`config.mk`:
```
export PLATFORM = sky130hd
export DESIGN_NAME = sram_arbiter
export DESIGN_NICKNAME = d
export VERILOG_FILES = /design/src/rtl/srambo_pkg.sv /design/src/rtl/o2_phase_tracker.sv /design/src/rtl/sram_arbiter.sv
export SDC_FILE = /design/constraint.sdc
export NUM_CORES = 1
export LEC_CHECK = 0
export ABC_AREA = 1
export CAP_MARGIN = 20
export CORE_MARGIN = 2
export CORE_UTILIZATION = 40
export DETAILED_ROUTE_END_ITERATION = 6
export MAX_ROUTING_LAYER = met4
export PLACE_DENSITY = 0.8
export SLEW_MARGIN = 25
export SYNTH_ARGS = -nofsm -noshare
export SYNTH_HDL_FRONTEND = slang
export SYNTH_HIERARCHICAL = 1
export SYNTH_SLANG_ARGS = --single-unit
```
`constraint.sdc`:
```
create_clock -name clk -period 1.92 [get_ports clk]
set_input_delay 0.48 -clock clk [delete_from_list [all_inputs] [get_ports clk]]
set_output_delay 0.48 -clock clk [all_outputs]
set_load 0.01 [all_outputs]
```
`src/rtl/srambo_pkg.sv`:
```
// Shared types and constants for the SRAM arbiter that sits between the Atari
// bus and a fast host port.
package srambo_pkg;

  localparam int ADDR_W      = 19;
  localparam int DATA_W      = 8;
  localparam int HOST_WINDOW = 4;
  localparam int PHASE_W     = 4;

  typedef enum logic [1:0] {
    ST_IDLE,
    ST_SETUP,
    ST_STROBE,
    ST_HOLD
  } state_t;

endpackage

```
`src/rtl/o2_phase_tracker.sv`:
```
// Synchronizes the Atari o2 clock into clk_sys and counts clocks since o2 fell,
// giving the arbiter a measure of how much of the o2-low phase is left.
module o2_phase_tracker
  import srambo_pkg::*;
(
  input  logic               clk,
  input  logic               n_reset,
  input  logic               o2,
  output logic               o2_s,
  output logic               o2_fall,
  output logic [PHASE_W-1:0] phase_cnt
);

  localparam logic [PHASE_W-1:0] PHASE_MAX = '1;

  logic o2_meta;
  logic o2_prev;

  always_ff @(posedge clk) begin
    if (!n_reset) begin
      o2_meta   <= 1'b1;
      o2_s      <= 1'b1;
      o2_prev   <= 1'b1;
      phase_cnt <= PHASE_MAX;
    end else begin
      o2_meta <= o2;
      o2_s    <= o2_meta;
      o2_prev <= o2_s;
      if (o2_s)
        phase_cnt <= PHASE_MAX;
      else if (o2_fall)
        phase_cnt <= '0;
      else if (phase_cnt != PHASE_MAX)
        phase_cnt <= phase_cnt + PHASE_W'(1);
    end
  end

  assign o2_fall = o2_prev & ~o2_s;

endmodule

```
`src/rtl/sram_arbiter.sv`:
```
// Shares one SRAM between the Atari bus (combinational pass-through while idle)
// and a host port that slips 3-clk accesses into the early o2-low phase.
//   state  | meaning
//   IDLE   | bus owns the SRAM, host request may be accepted
//   SETUP  | host address/data on the pins, strobes high
//   STROBE | host strobe asserted, read data sampled at exit
//   HOLD   | strobes high, host_ack
module sram_arbiter #(
  parameter int HOST_WINDOW = srambo_pkg::HOST_WINDOW,
  parameter int ADDR_W      = srambo_pkg::ADDR_W
) (
  input  logic                          clk,
  input  logic                          n_reset,
  input  logic                          o2,
  input  logic                          casin,
  input  logic                          bus_n_we,
  input  logic [ADDR_W-1:0]             bus_addr,
  input  logic                          host_req,
  input  logic                          host_we,
  input  logic [ADDR_W-1:0]             host_addr,
  input  logic [srambo_pkg::DATA_W-1:0] host_wdata,
  output logic                          host_ack,
  output logic [srambo_pkg::DATA_W-1:0] host_rdata,
  output logic                          host_overrun,
  output logic [ADDR_W-1:0]             ram_addr,
  output logic                          ram_n_oe,
  output logic                          ram_n_we,
  output logic [srambo_pkg::DATA_W-1:0] ram_dq_o,
  input  logic [srambo_pkg::DATA_W-1:0] ram_dq_i,
  output logic                          ram_dq_oe
);

  import srambo_pkg::*;

  localparam logic [PHASE_W-1:0] WINDOW_LAST = PHASE_W'(HOST_WINDOW);

  state_t               state;
  state_t               state_nxt;
  logic                 o2_s;
  logic                 o2_fall;
  logic [PHASE_W-1:0]   phase_cnt;
  logic                 window_open;
  logic                 start;
  logic                 we_q;
  logic [ADDR_W-1:0]    addr_q;
  logic [DATA_W-1:0]    wdata_q;

  o2_phase_tracker u_phase (
    .clk       (clk),
    .n_reset   (n_reset),
    .o2        (o2),
    .o2_s      (o2_s),
    .o2_fall   (o2_fall),
    .phase_cnt (phase_cnt)
  );

  // On the fall cycle phase_cnt still shows the stale high-phase value.
  assign window_open = ~o2_s & ~o2_fall & (phase_cnt <= WINDOW_LAST);
  assign start       = (state == ST_IDLE) & host_req & window_open;

  always_ff @(posedge clk) begin
    if (!n_reset)
      state <= ST_IDLE;
    else
      state <= state_nxt;
  end

  always_comb begin
    state_nxt = state;
    case (state)
      ST_IDLE:   if (start) state_nxt = ST_SETUP;
      ST_SETUP:  state_nxt = ST_STROBE;
      ST_STROBE: state_nxt = ST_HOLD;
      ST_HOLD:   state_nxt = ST_IDLE;
      default:   state_nxt = ST_IDLE;
    endcase
  end

  always_ff @(posedge clk) begin
    if (!n_reset) begin
      we_q         <= 1'b0;
      addr_q       <= '0;
      wdata_q      <= '0;
      host_rdata   <= '0;
      host_overrun <= 1'b0;
    end else begin
      if (start) begin
        we_q    <= host_we;
        addr_q  <= host_addr;
        wdata_q <= host_wdata;
      end
      if (state == ST_STROBE && !we_q)
        host_rdata <= ram_dq_i;
      if (state != ST_IDLE && o2_s)
        host_overrun <= 1'b1;
    end
  end

  always_comb begin
    ram_addr  = bus_addr;
    ram_n_oe  = ~(~casin & o2);
    ram_n_we  = ~(~bus_n_we & ~casin & o2);
    ram_dq_oe = 1'b0;
    host_ack  = 1'b0;
    case (state)
      ST_IDLE: begin
      end
      ST_SETUP: begin
        ram_addr  = addr_q;
        ram_n_oe  = 1'b1;
        ram_n_we  = 1'b1;
        ram_dq_oe = we_q;
      end
      ST_STROBE: begin
        ram_addr  = addr_q;
        ram_n_oe  = we_q;
        ram_n_we  = ~we_q;
        ram_dq_oe = we_q;
      end
      ST_HOLD: begin
        ram_addr  = addr_q;
        ram_n_oe  = 1'b1;
        ram_n_we  = 1'b1;
        ram_dq_oe = we_q;
        host_ack  = 1'b1;
      end
      default: begin
      end
    endcase
  end

  assign ram_dq_o = wdata_q;

endmodule

```
# Word level (Yosys, flattened, before mapping)
# Cells that the tools add are included.
[totals]
ff_bits = 46
input_bits = 61
out_inout_bits = 40
word_cells = 51
[classes]
n_addsub = 1
magnitude_cmp = 1
n_eq_ne = 5
mux = 9
n_bitwise = 16
n_reduce_logical = 9
[op_table]
columns = ["cell", "n"]
rows = [
  ["$mux 19", 1],
  ["$and 1x1->1", 8],
  ["$mux 4", 2],
  ["$not 1->1", 8],
  ["$pmux 2 s4", 1],
  ["$add 4x1->4 const B", 1],
  ["$eq 2x2->1 const B", 2],
  ["$le 4x3->1 const B", 1],
  ["$ne 4x4->1 const B", 1],
  ["$pmux 1 s2", 2],
  ["$reduce_bool 2->1", 2],
  ["$reduce_or 2->1", 2],
  ["$reduce_or 3->1", 1],
  ["$eq 2x1->1 const B", 1],
  ["$logic_and 1x1->1", 2],
  ["$logic_not 2->1", 1],
  ["$mux 1", 2],
  ["$mux 2", 1],
  ["$ne 2x2->1 const B", 1],
  ["$logic_not 1->1", 1],
]

# Depth between registers and ports, before layout
# Gate-level depths: netlist of run 1.
[logic_depth]
depth_word = 8
ltp_mapped = 10
ltp_nobuf = 9

# Cells and area by module
# The synthesis of run 1 kept the hierarchy.
[modules_own_cells]
columns = ["mod", "instances", "cells_per_inst", "area_per_inst_um2", "seq_area_each_um2"]
rows = [
  ["sram_arbiter", 1, 258, 1754.2, 780.7],
  ["o2_phase_tracker", 1, 38, 294.0, 140.1],
]

# Worst setup path after synthesis of run 1
# No wires, ideal clock.
[synth_path]
kind = "reg-to-output"
from = "reg state[0]"
to = "out ram_n_we"
arrival_ps = 1238
required_ps = 1440
path_slack_ps = 202
stages_incl_launch_ff = 8
path_buffers = 2
path_cell_list = "dfxtp_1 > inv_1 > ha_1 > clkbuf_1 > inv_1 > buf_2 > o21ai_0 > o211ai_1"
[synth_between]
elab_chain_cells = 3
elab_cells_between_ends = 5
cone_classes = "3 x eq/ne; 1 x mux; 1 x reduce/logical"
[synth_lines]
columns = ["item", "line_no", "rtl"]
rows = [
  ["start: declaration", "sram_arbiter.sv:37", "state_t state;"],
  ["start signal: assignment", "sram_arbiter.sv:65", "state <= state_nxt;"],
  ["$eq 2x2->1 or $eq 2x1->1 (tied branches)", "sram_arbiter.sv:105", "case (state)"],
  ["$reduce_or 2->1 (no source line)", "-", ""],
  ["$pmux 1 s2 (*)", "sram_arbiter.sv:105", ""],
  ["end: declaration", "sram_arbiter.sv:27", "output logic ram_n_we,"],
]
# Mark *: on every way between the ends. The rest lies on a longest branch, timed or not.

# Worst setup path in the final report of run 1
# Ends and elaborated chain as after synthesis.

==> flow_metrics.py, run 1 <==
metrics = {
    "finish": {
        "layout-drive-gt1-share": 0.1756,
        "final_cells": 480,
        "diodes": 0,
        "layout.nets": 476,
        "postLayoutCoreUtil": 0.6628,
        "syn_to_final_growth_pct": 62.13,
    },
    "worst_setup_path": {
        "critPathArrivalTime_ns": 1.40,
        "required_ns": 1.44,
        "crit_path_start_kind": "flip-flop",
        "endpoint_kind": "output pin",
        "critical_path_class": "reg2out",
        "worstPathMaxFanout": 3,
    },
    "synthesis": {
        "ys_seq_area_frac": 0.4496,
        "synth_nets": 363,
        "synth_warnings": 6,
        "synth_cell_type_count": 21,
        "syn_area_per_cell_sq_um": 6.920,
        "synth_area_sq_mm": 0.002048,
        "synth-seq-cells": 46,
        "synthCells": 296,
    },
    "placement": {
        "globalplace.congestion": 0.7765,
        "port_buffers": 100,
        "place_inst": 470,
        "dp_hpwl_microns": 4030,
        "post-place-ws_ns": -0.3980,
    },
    "outcome": {
        "status": "complete, no violations",
    },
    "sta": {
        "max-slew-margin-rel": 0.7856,
        "rsz0062_at_grt": "true",
        "worst_slack_ns": 0.04277,
        "tns_ns": 0,
        "period_minus_slack_ns": 1.877,
        "max_slew.worst_pin.slew_ns": 0.3205,
        "drv_slew": 0,
        "setup_viol": 0,
        "clock.fmax_ghz": 0.5327,
        "hold_viol_final": 0,
        "skew_ns": 0.006637,
        "fin_crit_sh": 0.9777,
    },
    "min_path": {
        "hold_path_class": "reg2reg",
    },
    "global_route": {
        "grt_overflow": 0,
        "first_global_vias": 1927,
        "grt_max_degree": 31,
        "antenna_found_initial": 0,
        "grt.total_usage": 0.2007,
        "grt_pass1_wl_microns": 8411,
    },
    "drt": {
        "drc_errors": 0,
        "drt_iter0_drc": 77,
        "wirelength_microns": 5566,
        "routed_via_density": 4.592,
        "vias": 2204,
        "ant_nets": 0,
        "wl_per_cell_microns": 11.60,
        "first_pass_iters": 6,
    },
    "clock_network": {
        "cts-root-buf": "clkbuf_8",
        "clk_path_buf_depth": 2,
        "clock-sinks": 46,
        "cts_tree": "built",
        "htreeDepth": 2,
        "clkLatencyLatePin_ns": 0.30,
        "cts_made_buffers": 5,
        "cts.hold.buffers_added": 0,
        "path_clk_slew_ns": 0.08,
    },
    "floorplanning": {
        "initial_core_util": 0.4088,
        "design.core.area_sq_mm": 0.005010,
        "dieArea_sq_mm": 0.005709,
        "ios": 101,
        "dieWidth_microns": 75.56,
        "fp.dieH_microns": 75.56,
        "num_rows": 26,
    },
    "pwr": {
        "powerDensity_mw_per_mm2": 1108,
        "fin_total_pwr_uw": 3680,
        "ir_drop_uv": 493.4,
        "leakage_uw": 0.001485,
    },
    "run": {
        "maxCapViolations": 0,
    },
}
critical path, stage by stage (launching register included):
cell	delay, ns
dfxtp_2	0.33
inv_2	0.07
buf_4	0.13
ha_4	0.14
nand2_1	0.07
o211ai_1	0.20
buf_2	0.17
where the power goes:
group / internal, uW / switching (uW)
registers: 1050 / 44.4
clock network: 291 / 311
logic: 1030 / 954
total: 2370 / 1310
sequential cells by signal, indices dropped and copies added (netlist names), 2 cells and up:
register	flops
state	2
ram_dq_o	8
u_phase/phase_cnt	4
addr_q	19
host_rdata	8
cell usage in the layout, fill, tap and decap left out:
| master | synthesis | final |
|---|---|---|
| nor2_1 | 81 | 80 |
| clkdlybuf4s50_1 | 0 | 76 |
| nand2_1 | 72 | 71 |
| dfxtp_1 | 46 | 44 |
| o21ai_1 | 29 | 29 |
| buf_4 | 0 | 16 |
| inv_1 | 14 | 11 |
| buf_2 | 5 | 10 |
| clkbuf_2 | 0 | 10 |
| nand3_1 | 9 | 8 |
| o21ai_0 | 10 | 8 |
| clkbuf_8 | 0 | 6 |
| inv_2 | 1 | 3 |
| a21oi_1 | 3 | 3 |
| or2_2 | 3 | 3 |
| buf_12 | 0 | 3 |
| nor2_2 | 1 | 2 |
| o21ai_2 | 0 | 2 |
| nand3_2 | 1 | 2 |
| o211ai_1 | 2 | 2 |
| ha_1 | 6 | 2 |
| ha_4 | 0 | 2 |
| ha_2 | 0 | 2 |
| buf_6 | 2 | 2 |
| dfxtp_2 | 0 | 2 |
| inv_6 | 0 | 1 |
| nand2_2 | 0 | 1 |
| nor2_4 | 1 | 1 |
| nand3_4 | 1 | 1 |
| inv_4 | 1 | 1 |
| clkinv_2 | 0 | 1 |
| clkbuf_1 | 7 | 1 |
| buf_16 | 0 | 1 |
| dlymetal6s2s_1 | 0 | 1 |
| dlygate4sd2_1 | 0 | 1 |
| nand3b_1 | 1 | 1 |
layer usage:
metal,wire length [microns],GRT usage,up-vias
met2,2938,0.3478,57
met1,2246,0.2142,991
li1,-,-,1149
met3,297,0.06217,7
met5,0,-,-
met4,84,0.07602,0
repair_timing:
item / in CTS / in global routing
buffers inserted: 1 / 0
pin swaps: 1 / 4
hold endpoints to repair: 0 / 0
endpoints found under the setup margin: 23 / 21
resized for setup: 80 / 26
gates cloned: 1 / 0
final timing paths:
check	end	slack, ns	cells after the start	start
hold / removal	u_phase/o2_s$_SDFF_PN1_	0.42	1	u_phase/o2_meta$_SDFF_PN1_
setup reg to reg	addr_q[3]$_SDFFE_PN0P_	0.22	10	state[1]$_SDFFE_PN0P_
setup / recovery	ram_n_we	0.04	6	state[0]$_SDFFE_PN0P_
hold reg to reg	u_phase/o2_s$_SDFF_PN1_	0.42	1	u_phase/o2_meta$_SDFF_PN1_
area by class of cell:
class / count / area, sq um
Fill cell: 458 / 1689
Timing Repair Buffer: 120 / 1112
Multi-Input combinational cell: 220 / 1039
Sequential cell: 46 / 923.4
Tap cell: 70 / 87.58
Clock buffer: 7 / 86.33
Inverter: 16 / 67.56
Clock inverter: 1 / 5.005
logic make-up after synthesis:
kind of cell	count (synthesis)	synth area share
AOI/OAI and AO/OA	44	0.1100
adders and majority gates	6	0.03665
buffers and inverters	30	0.06658
DFF	46	0.4496
and+or+nand+nor	170	0.3372
cells in the mapped netlist, drive strengths merged:
cell / count / area, sq um
a21oi: 3 / 15.01
or2: 3 / 18.77
dfxtp: 46 / 920.9
clkbuf: 7 / 26.28
nand2: 72 / 270.3
o21ai: 39 / 195.2
inv: 16 / 62.56
o211ai: 2 / 15.01
buf: 7 / 47.54
nand3b: 1 / 7.510
ha: 6 / 75.07
nand3: 11 / 72.57
nor2: 83 / 321.6
stage by stage:
stage / cell area, sq um / hold slack, ns
2_1_floorplan: 2048 / 0.3925
3_3_place_gp: 3223 / 0.3970
3_5_place_dp: 3223 / 0.4071
4_1_cts: 3364 / 0.4267
5_1_grt: 3321 / 0.4302
6_report: 3321 / 0.4204
Note: power is estimated with default switching activity, not from simulation.
==> run 2, diff against run 1 <==
--- a/config.mk
+++ b/config.mk
@@ -6,9 +6,10 @@
 export NUM_CORES = 1
 export LEC_CHECK = 0
 export ABC_AREA = 1
-export CAP_MARGIN = 20
+export CAP_MARGIN = 5
 export CORE_MARGIN = 2
 export CORE_UTILIZATION = 40
+export CTS_CLUSTER_SIZE = 16
 export DETAILED_ROUTE_END_ITERATION = 6
 export MAX_ROUTING_LAYER = met4
 export PLACE_DENSITY = 0.8
==> results of run 2 <==
The final DEF is identical to that of run 1; final timing and power are the same.
